### src/rtl/legv8_pkg.sv
// Shared definitions for the LEGv8 front end: fetch FSM states, the
// architectural widths and the fetch-buffer entry layout used by decode.
package legv8_pkg;

    localparam int ADDR_W  = 32;
    localparam int INSTR_W = 32;

    // Fetch sequencer states: idle, request on the bus, waiting for data,
    // and draining a response that belongs to a flushed fetch.
    typedef enum logic [1:0] {
        ST_IDLE = 2'd0,
        ST_REQ  = 2'd1,
        ST_WAIT = 2'd2,
        ST_DROP = 2'd3
    } fetch_state_e;

    // One buffered instruction together with the PC it was fetched from.
    typedef struct packed {
        logic [ADDR_W-1:0]  pc;
        logic [INSTR_W-1:0] instr;
    } fetch_entry_t;

endpackage

### src/rtl/legv8_fetch_fifo.sv
// Small first-word-fall-through circular buffer with a synchronous clear.
// Written generically (DEPTH entries of WIDTH bits) so later stage buffers
// can reuse it. Pushing while full is not guarded; the producer guarantees
// it never happens.
module fetch_fifo #(
    parameter int DEPTH = 2,
    parameter int WIDTH = 64
) (
    input  logic             clk,
    input  logic             reset,
    input  logic             clear_i,
    input  logic             push_i,
    input  logic [WIDTH-1:0] wdata_i,
    input  logic             pop_i,
    output logic [WIDTH-1:0] rdata_o,
    output logic             valid_o,
    output logic             full_o
);

    localparam int PTR_W = (DEPTH > 1) ? $clog2(DEPTH) : 1;
    localparam logic [PTR_W:0] FULL_CNT = (PTR_W+1)'(DEPTH);

    logic [WIDTH-1:0] mem_q [DEPTH];
    logic [PTR_W-1:0] wr_ptr_q;
    logic [PTR_W-1:0] rd_ptr_q;
    logic [PTR_W:0]   count_q;
    logic [PTR_W:0]   count_d;
    logic             do_push;
    logic             do_pop;

    // Clear wins over both push and pop in the same cycle.
    assign do_push = push_i && !clear_i;
    assign do_pop  = pop_i && valid_o && !clear_i;

    assign valid_o = (count_q != '0);
    assign full_o  = (count_q == FULL_CNT);

    // Head entry is visible combinationally; an empty buffer presents zero
    // so the outputs have a defined value straight out of reset.
    assign rdata_o = valid_o ? mem_q[rd_ptr_q] : '0;

    // Next occupancy: a simultaneous push and pop leaves it unchanged.
    always_comb begin
        // NOTE: default assignment first so no path through the block can infer a latch.
        count_d = count_q;
        unique case ({do_push, do_pop})
            2'b10:   count_d = count_q + 1'b1;
            2'b01:   count_d = count_q - 1'b1;
            default: count_d = count_q;
        endcase
    end

    // Pointer and occupancy registers; pointers wrap naturally modulo DEPTH.
    always_ff @(posedge clk) begin
        // NOTE: sequential state uses non-blocking assignments so every register samples pre-edge values.
        if (reset || clear_i) begin
            wr_ptr_q <= '0;
            rd_ptr_q <= '0;
            count_q  <= '0;
        end else begin
            if (do_push) begin
                wr_ptr_q <= wr_ptr_q + 1'b1;
            end
            if (do_pop) begin
                rd_ptr_q <= rd_ptr_q + 1'b1;
            end
            count_q <= count_d;
        end
    end

    // Entry storage is written on push only.
    always_ff @(posedge clk) begin
        // NOTE: storage is deliberately not reset; valid_o (from count_q) qualifies every read.
        if (do_push) begin
            mem_q[wr_ptr_q] <= wdata_i;
        end
    end

endmodule

### src/rtl/legv8_fetch_unit.sv
// Instruction-fetch stage: captures the PC, issues one word-aligned memory
// read at a time over a request/grant handshake, and buffers the returned
// instruction with its PC toward decode. A branch redirect (flush) abandons
// the in-flight fetch and empties the buffer; a response that still arrives
// for an abandoned fetch is swallowed in DROP.
module legv8_fetch_unit #(
    parameter int DEPTH  = 2,
    parameter int ADDR_W = 32,
    parameter int DATA_W = 32
) (
    input  logic              clk,
    input  logic              reset,
    input  logic [ADDR_W-1:0] pc_addr,
    output logic              pc_advance,
    input  logic              flush,
    output logic              imem_req,
    output logic [ADDR_W-1:0] imem_addr,
    input  logic              imem_gnt,
    input  logic              imem_rvalid,
    input  logic [DATA_W-1:0] imem_rdata,
    output logic              if_valid,
    input  logic              if_ready,
    output logic [DATA_W-1:0] if_instr,
    output logic [ADDR_W-1:0] if_pc,
    output logic              busy
);

    import legv8_pkg::*;

    localparam int ENTRY_W = ADDR_W + DATA_W;

    fetch_state_e      state_q;
    logic [ADDR_W-1:0] req_addr_q;
    logic              imem_req_q;

    logic              fifo_push;
    logic              fifo_pop;
    logic              fifo_valid;
    logic              fifo_full;
    logic [ENTRY_W-1:0] fifo_wdata;
    logic [ENTRY_W-1:0] fifo_rdata;
    logic [ADDR_W-1:0] aligned_pc;
    logic              unused_pc_low;

    // Instructions are word aligned; the two low PC bits never reach memory.
    assign aligned_pc    = {pc_addr[ADDR_W-1:2], 2'b00};
    assign unused_pc_low = ^pc_addr[1:0];

    // The PC is consumed in the same cycle the fetch is launched, so the
    // upstream counter can step without waiting for the grant. Only one
    // fetch is ever outstanding, so "not full" is enough room for it.
    assign pc_advance = (state_q == ST_IDLE) && !flush && !fifo_full && !reset;

    // Data is kept only when it returns for a live fetch in a non-flush cycle.
    assign fifo_push  = (state_q == ST_WAIT) && imem_rvalid && !flush;
    assign fifo_pop   = fifo_valid && if_ready;
    assign fifo_wdata = {req_addr_q, imem_rdata};

    assign imem_req  = imem_req_q;
    assign imem_addr = req_addr_q;

    assign if_valid = fifo_valid;
    assign if_pc    = fifo_rdata[DATA_W +: ADDR_W];
    assign if_instr = fifo_rdata[DATA_W-1:0];
    assign busy     = (state_q != ST_IDLE) || fifo_valid;

    // Fetch sequencer with registered request and address outputs.
    always_ff @(posedge clk) begin
        if (reset) begin
            state_q    <= ST_IDLE;
            req_addr_q <= '0;
            imem_req_q <= 1'b0;
        end else begin
            unique case (state_q)
                ST_IDLE: begin
                    if (pc_advance) begin
                        req_addr_q <= aligned_pc;
                        imem_req_q <= 1'b1;
                        state_q    <= ST_REQ;
                    end
                end
                ST_REQ: begin
                    // Address is held until grant; withdrawal is only legal on flush.
                    if (imem_gnt) begin
                        imem_req_q <= 1'b0;
                        state_q    <= flush ? ST_DROP : ST_WAIT;
                    end else if (flush) begin
                        imem_req_q <= 1'b0;
                        state_q    <= ST_IDLE;
                    end
                end
                ST_WAIT: begin
                    // A flush before data arrives still owes us one response.
                    if (imem_rvalid) begin
                        state_q <= ST_IDLE;
                    end else if (flush) begin
                        state_q <= ST_DROP;
                    end
                end
                ST_DROP: begin
                    if (imem_rvalid) begin
                        state_q <= ST_IDLE;
                    end
                end
                default: begin
                    state_q    <= ST_IDLE;
                    imem_req_q <= 1'b0;
                end
            endcase
        end
    end

    fetch_fifo #(
        .DEPTH (DEPTH),
        .WIDTH (ENTRY_W)
    ) u_fifo (
        .clk     (clk),
        .reset   (reset),
        .clear_i (flush),
        .push_i  (fifo_push),
        .wdata_i (fifo_wdata),
        .pop_i   (fifo_pop),
        .rdata_o (fifo_rdata),
        .valid_o (fifo_valid),
        .full_o  (fifo_full)
    );

endmodule

### config.mk
export PLATFORM = sky130hd
export DESIGN_NAME = legv8_fetch_unit
export DESIGN_NICKNAME = d
export VERILOG_FILES = /design/src/rtl/legv8_pkg.sv /design/src/rtl/legv8_fetch_fifo.sv /design/src/rtl/legv8_fetch_unit.sv
export SDC_FILE = /design/constraint.sdc
export NUM_CORES = 1
export LEC_CHECK = 0
export ABC_AREA = 1
export CAP_MARGIN = 10
export CORE_ASPECT_RATIO = 1.5
export CORE_UTILIZATION = 56
export CTS_BUF_LIST = sky130_fd_sc_hd__clkbuf_4
export DETAILED_ROUTE_END_ITERATION = 8
export DONT_BUFFER_PORTS = 1
export GPL_TIMING_DRIVEN = 0
export HOLD_SLACK_MARGIN = 0.15
export PLACE_DENSITY_LB_ADDON = 0.1
export SYNTH_ARGS = -nofsm -noshare
export SYNTH_HDL_FRONTEND = slang
export SYNTH_HIERARCHICAL = 1
export SYNTH_SLANG_ARGS = --single-unit
### constraint.sdc
create_clock -name clk -period 7.3 [get_ports clk]
set_input_delay 2.19 -clock clk [delete_from_list [all_inputs] [get_ports clk]]
set_output_delay 2.19 -clock clk [all_outputs]
set_load 0.1 [all_outputs]
# [Yosys cells after proc, flatten, opt, wreduce, memory -nomap -nowiden]
# Memory sizes are Yosys's and may differ from the RTL's. A register that Yosys moved wholly into a read port is not among the register bits.
# Cells that the tools add are included.
[op_classes] muxes=18 n_addsub=4 n_eq_ne=10 n_reduce_logical=22
[ops] operator="64-bit 2-to-1 mux" count=1
[ops] operator="2-bit 2-to-1 mux" count=6
[ops] operator="1-bit logical AND" count=9
[ops] operator="2-bit == test (second input constant)" count=4
[ops] operator="1-bit 2-to-1 mux" count=8
[ops] operator="2-bit one-hot mux with 4 select lines" count=1
[ops] operator="2-bit nonzero test" count=4
[ops] operator="3-bit inequality test (second input constant)" count=2
[ops] operator="2-bit by 1-bit == test with 1-bit output (second input constant)" count=2
[ops] operator="2-bit inequality test (second input constant)" count=2
[ops] operator="2-bit one-hot mux with 2 select lines" count=1
[ops] operator="4-bit AND reduction" count=1
[ops] operator="1-bit zero test" count=3
[ops] operator="3-bit AND reduction" count=1
[ops] operator="1-bit adder (second input constant)" count=2
[ops] operator="2-bit by 1-bit adder with 2-bit output (second input constant)" count=1
[ops] operator="2-bit zero test" count=1
[ops] operator="1-bit logical OR" count=2
[ops] operator="1-bit one-hot mux with 2 select lines" count=1
[ops] operator="2-bit AND reduction" count=1
[ops] operator="2-bit by 1-bit subtractor with 2-bit output (second input constant)" count=1
[word_totals] register_bits=37 in_bits=70 ramBits=124 out_inout_bits=100 word_cells=61 memories=1
[mem_list] memory="u_fifo.mem_q" words=2 width=62 read_ports=1 rd_ports_with_merged_regs=1 wr=1 line_no="legv8_fetch_fifo.sv:23" rtl="logic [WIDTH-1:0] mem_q [DEPTH];"

# [Depth between registers and ports, before layout]
[depth] depth_word=6 ltp_mapped=12 depth_no_buf=12

# [Modules after synthesis]
# The synthesis kept the hierarchy.
[modules_own_cells] mod="fetch_fifo" area_per_inst_um2=5360.1 seq_area_each_um2=3943.8 instances=1 cells_each=380
[modules_own_cells] mod="legv8_fetch_unit" area_per_inst_um2=1262.5 seq_area_each_um2=660.6 instances=1 cells_each=170

# [Worst setup path after synthesis]
# OpenSTA, ideal clock, no wires.
[synth_timing] path_type="input-to-reg" start="input flush" end="register u_fifo/mem_q[1][0] (netlist name)" setup_time_ns=0.488 path_slack_ns=1.480 t_required_ns=6.812 t_arrival_ns=5.332 path_buffers=0 stages=3 cell_sequence="nor4_1 > nand2_1 > nor2_1"
[synth_rtl] item="start, declared" line_no="legv8_fetch_unit.sv:15" rtl="input logic flush,"

# [Worst setup path in the final report]
[layout_timing] start="input reset" end="output pc_advance"
[layout_between] elab_chain_len=2
[layout_lines] item="start, declared" line_no="legv8_fetch_unit.sv:12" rtl="input logic reset,"
[layout_lines] item="1-bit zero test" line_no="legv8_fetch_unit.sv:52" rtl="assign pc_advance = (state_q == ST_IDLE) && !flush && !fifo_full && !reset;"
[layout_lines] item="1-bit logical AND" line_no="legv8_fetch_unit.sv:52"
[layout_lines] item="end, declared" line_no="legv8_fetch_unit.sv:14" rtl="output logic pc_advance,"
# No other way between the ends.

==> summary.txt <==
Final layout
  – Non-filler cells, final: 742
  – Fillers: 888
  – Fin area: 7271 um2
  – Fin nets: 649
  – Share of cells above drive strength 1: 0.2318
  – Register area: 4604 um2
  – Area of the multi-input gates: 1730 um2
  – Area growth from synthesis to layout: 9.786%

Clocking
  – CTS tree: yes
  – Cts repair resizes: 0
  – Hold Buf Count CTS: 0
  – Clock Sinks: 166
  – Clock transition at path regs: 130 ps
  – Post-CTS setup buffers: 0
  – Skew-Pair Late Insertion Delay: 530 ps
  – H-Tree Depth: 4
  – CTS Root Cell: clkbuf_4
  – Deepest clock path buffer count: 2
  – CTS Buf Count: 17

Timing
  – Max Clk Rate: 0.1977 GHz
  – Period utilization: 0.6930
  – Unrepaired setup endpoints after global routing: no
  – Clock Skews: 18.39 ps
  – Final min period: 5059 ps
  – Final Slew Violations: 0
  – Setup_tns: 0 ps
  – Fin worst setup slack: 2241 ps
  – Slew HR: 0.1717
  – Final hold vios: 0
  – Worst-Margin Slew: 1243 ps
  – Final setup vio count: 0
  – Worst hold slack: 534.1 ps

Routing
  – Total number of vias: 3926
  – Wire length per cell: 16.59 um
  – Antenna viol nets, final: 0
  – Detailed Route WL: 12310 um
  – Drt first-iter violations: 105
  – Post-route DRC: 0
  – Pre-antenna DRT Iters: 4
  – Avg Vias per Cell: 5.291

Pwr
  – Worst vdd ir: 0.2062 mV
  – PD cells: 255.4 nW/um2
  – Logic gate share of total power: 0.046
  – Switching pwr: 540.2 uW
  – P_int: 1.317 mW
  – Sequential Power Share: 0.650
  – Lkg Pwr: 2.623 nW
  – Clock share of power: 0.303
  – Switching Fraction: 0.2909

Yosys
  – Commonest register cell after synthesis: edfxtp_1
  – Most common cell in the netlist: nand2_1
  – Post-synth EDFFs: 128
  – Syn Area/Cell: 12.04 um2
  – Sequential cell area fraction in the yosys report: 0.6953
  – Gate Count Post-Synth: 550
  – List of most frequent post-synthesis cells: nand2_1, edfxtp_1, a21oi_2
  – Synth unique cells: 26
  – Post-Synthesis Cell Area: 6623 um2
  – Seq cells post-synth: 166
  – Yosys top cell by area: edfxtp_1
  – Async set-reset flop share out of synthesis: 0
  – Largest cells by area after synthesis: edfxtp_1, nand2_1, dfxtp_1
  – Synth warnings: 6
  – Post-synth top area share: 0.5804

Job
  – Maxcap violations: 0

Floorplanning
  – Chip width: 90.79 um
  – Rows: 48
  – Initial Utilization: 0.5743
  – I/O pin cnt: 170
  – Core area: 11530 um2
  – Die height: 135.2 um
  – Die area: 12270 um2

Hold path
  – HP Class: flop to flop

Placed design
  – Setup Slack @ Placement: 2239 ps
  – Cell Count Post-Placement: 709
  – Placed cell areas: 6954 um2
  – IO buf count: 0
  – Final HPWL DP: 9030 um
  – Final GP Congestion: 0.7135

Worst setup path
  – Worst Path Required: 5110 ps
  – Worst R2R Setup Slack: 4940 ps
  – Worst setup SP type: input port
  – Critical path class: input port to output port
  – Worst path arrival time: 2870 ps
  – Worst-path maximum fanout: 10
  – CP endpoint kind: output port

Global routing
  – First-pass GRT wire length: 19150 um
  – Initial antenna violation count: 1
  – Vias in the first global route: 3915
  – Largest net degree at the start of global routing: 24
  – GRT overflow: 0
  – GRT Util Overall: 0.2092

Status
  – Status: finished clean
cell type report:
type / count / area share
Clock buffer: 19 / 0.01962
Sequential cell: 166 / 0.6333
Antenna cell: 1 / 0.0003442
Timing Repair Buffer: 4 / 0.01308
Inverter: 17 / 0.008776
Tap cell: 150 / 0.02581
Clock inverter: 13 / 0.02358
Multi-Input combinational cell: 341 / 0.2380
Buffer: 31 / 0.03752
per-layer routing:
layer	track usage	wire length, um	up-vias
met5	0	0	-
li1	-	-	1924
met4	0.09524	279	0
met1	0.2067	4393	1838
met2	0.3758	6631	144
met3	0.09147	1002	20
final timing paths:
path	startpoint	cells after the start	to
max	reset	4	pc_advance
min	u_fifo/rd_ptr_q$_SDFFE_PP0P_	2	u_fifo/rd_ptr_q$_SDFFE_PP0P_
max reg2reg	u_fifo/count_q[0]$_SDFFE_PP0P_	12	u_fifo/count_q[1]$_SDFFE_PP0P_
min reg2reg	u_fifo/rd_ptr_q$_SDFFE_PP0P_	2	u_fifo/rd_ptr_q$_SDFFE_PP0P_
cell families after synthesis:
kind of cell,synth area share
flip-flops,0.6953
adder cells (fa/ha/maj),0.001889
XOR/XNOR,0.001323
AO/OA/AOI/OAI,0.09182
other,0.0005662
buffers and inverters,0.05082
AND/OR/NAND/NOR,0.1583
registers in the layout, indices dropped and copies added, names as in the netlist, named ones only:
signal	cells
imem_addr	30
imem_req	1
state_q	2
u_fifo/count_q	2
u_fifo/mem_q	128
u_fifo/rd_ptr_q	1
u_fifo/wr_ptr_q	1
power groups by stage:
stage | sequential [mW] | combinational (mW) | clock, mW
global placement | 1.23 | 0.0828 | 0
floorplan | 1.22 | 0.0728 | 0
CTS | 1.21 | 0.0869 | 0.580
finish | 1.21 | 0.0860 | 0.563
detailed placement | 1.23 | 0.0868 | 0
global route | 1.21 | 0.0942 | 0.618
per-stage QoR:
stage	util	power, mW
after global routing	0.6305	1.923
after floorplan	-	1.293
final	0.6305	1.857
after global placement	0.5922	1.311
after detailed placement	0.6031	1.316
after CTS	0.6303	1.875
critical path, stage by stage:
cell	delay, ps
inv_2	120
nand3_2	150
inv_2	120
buf_6	270
cell usage in the layout (no fill, tap or decap), drive strengths merged:
cell type  netlist  layout
bufinv           0       3
ha               1       1
clkbuf           1      20
nor2            20      20
inv             17      21
nand2          206     206
xor2             1       1
nand3           34      34
clkinvlp         0       4
clkinv           0       2
dfxtp           38      38
buf             30      34
diode            0       1
edfxtp         128     128
o21a             1       1
nor4             1       1
conb             1       6
nor3             1       1
a21oi           66      66
nand4            1       1
o21ai            3       3
Note: power is estimated with default switching activity, not from simulation.
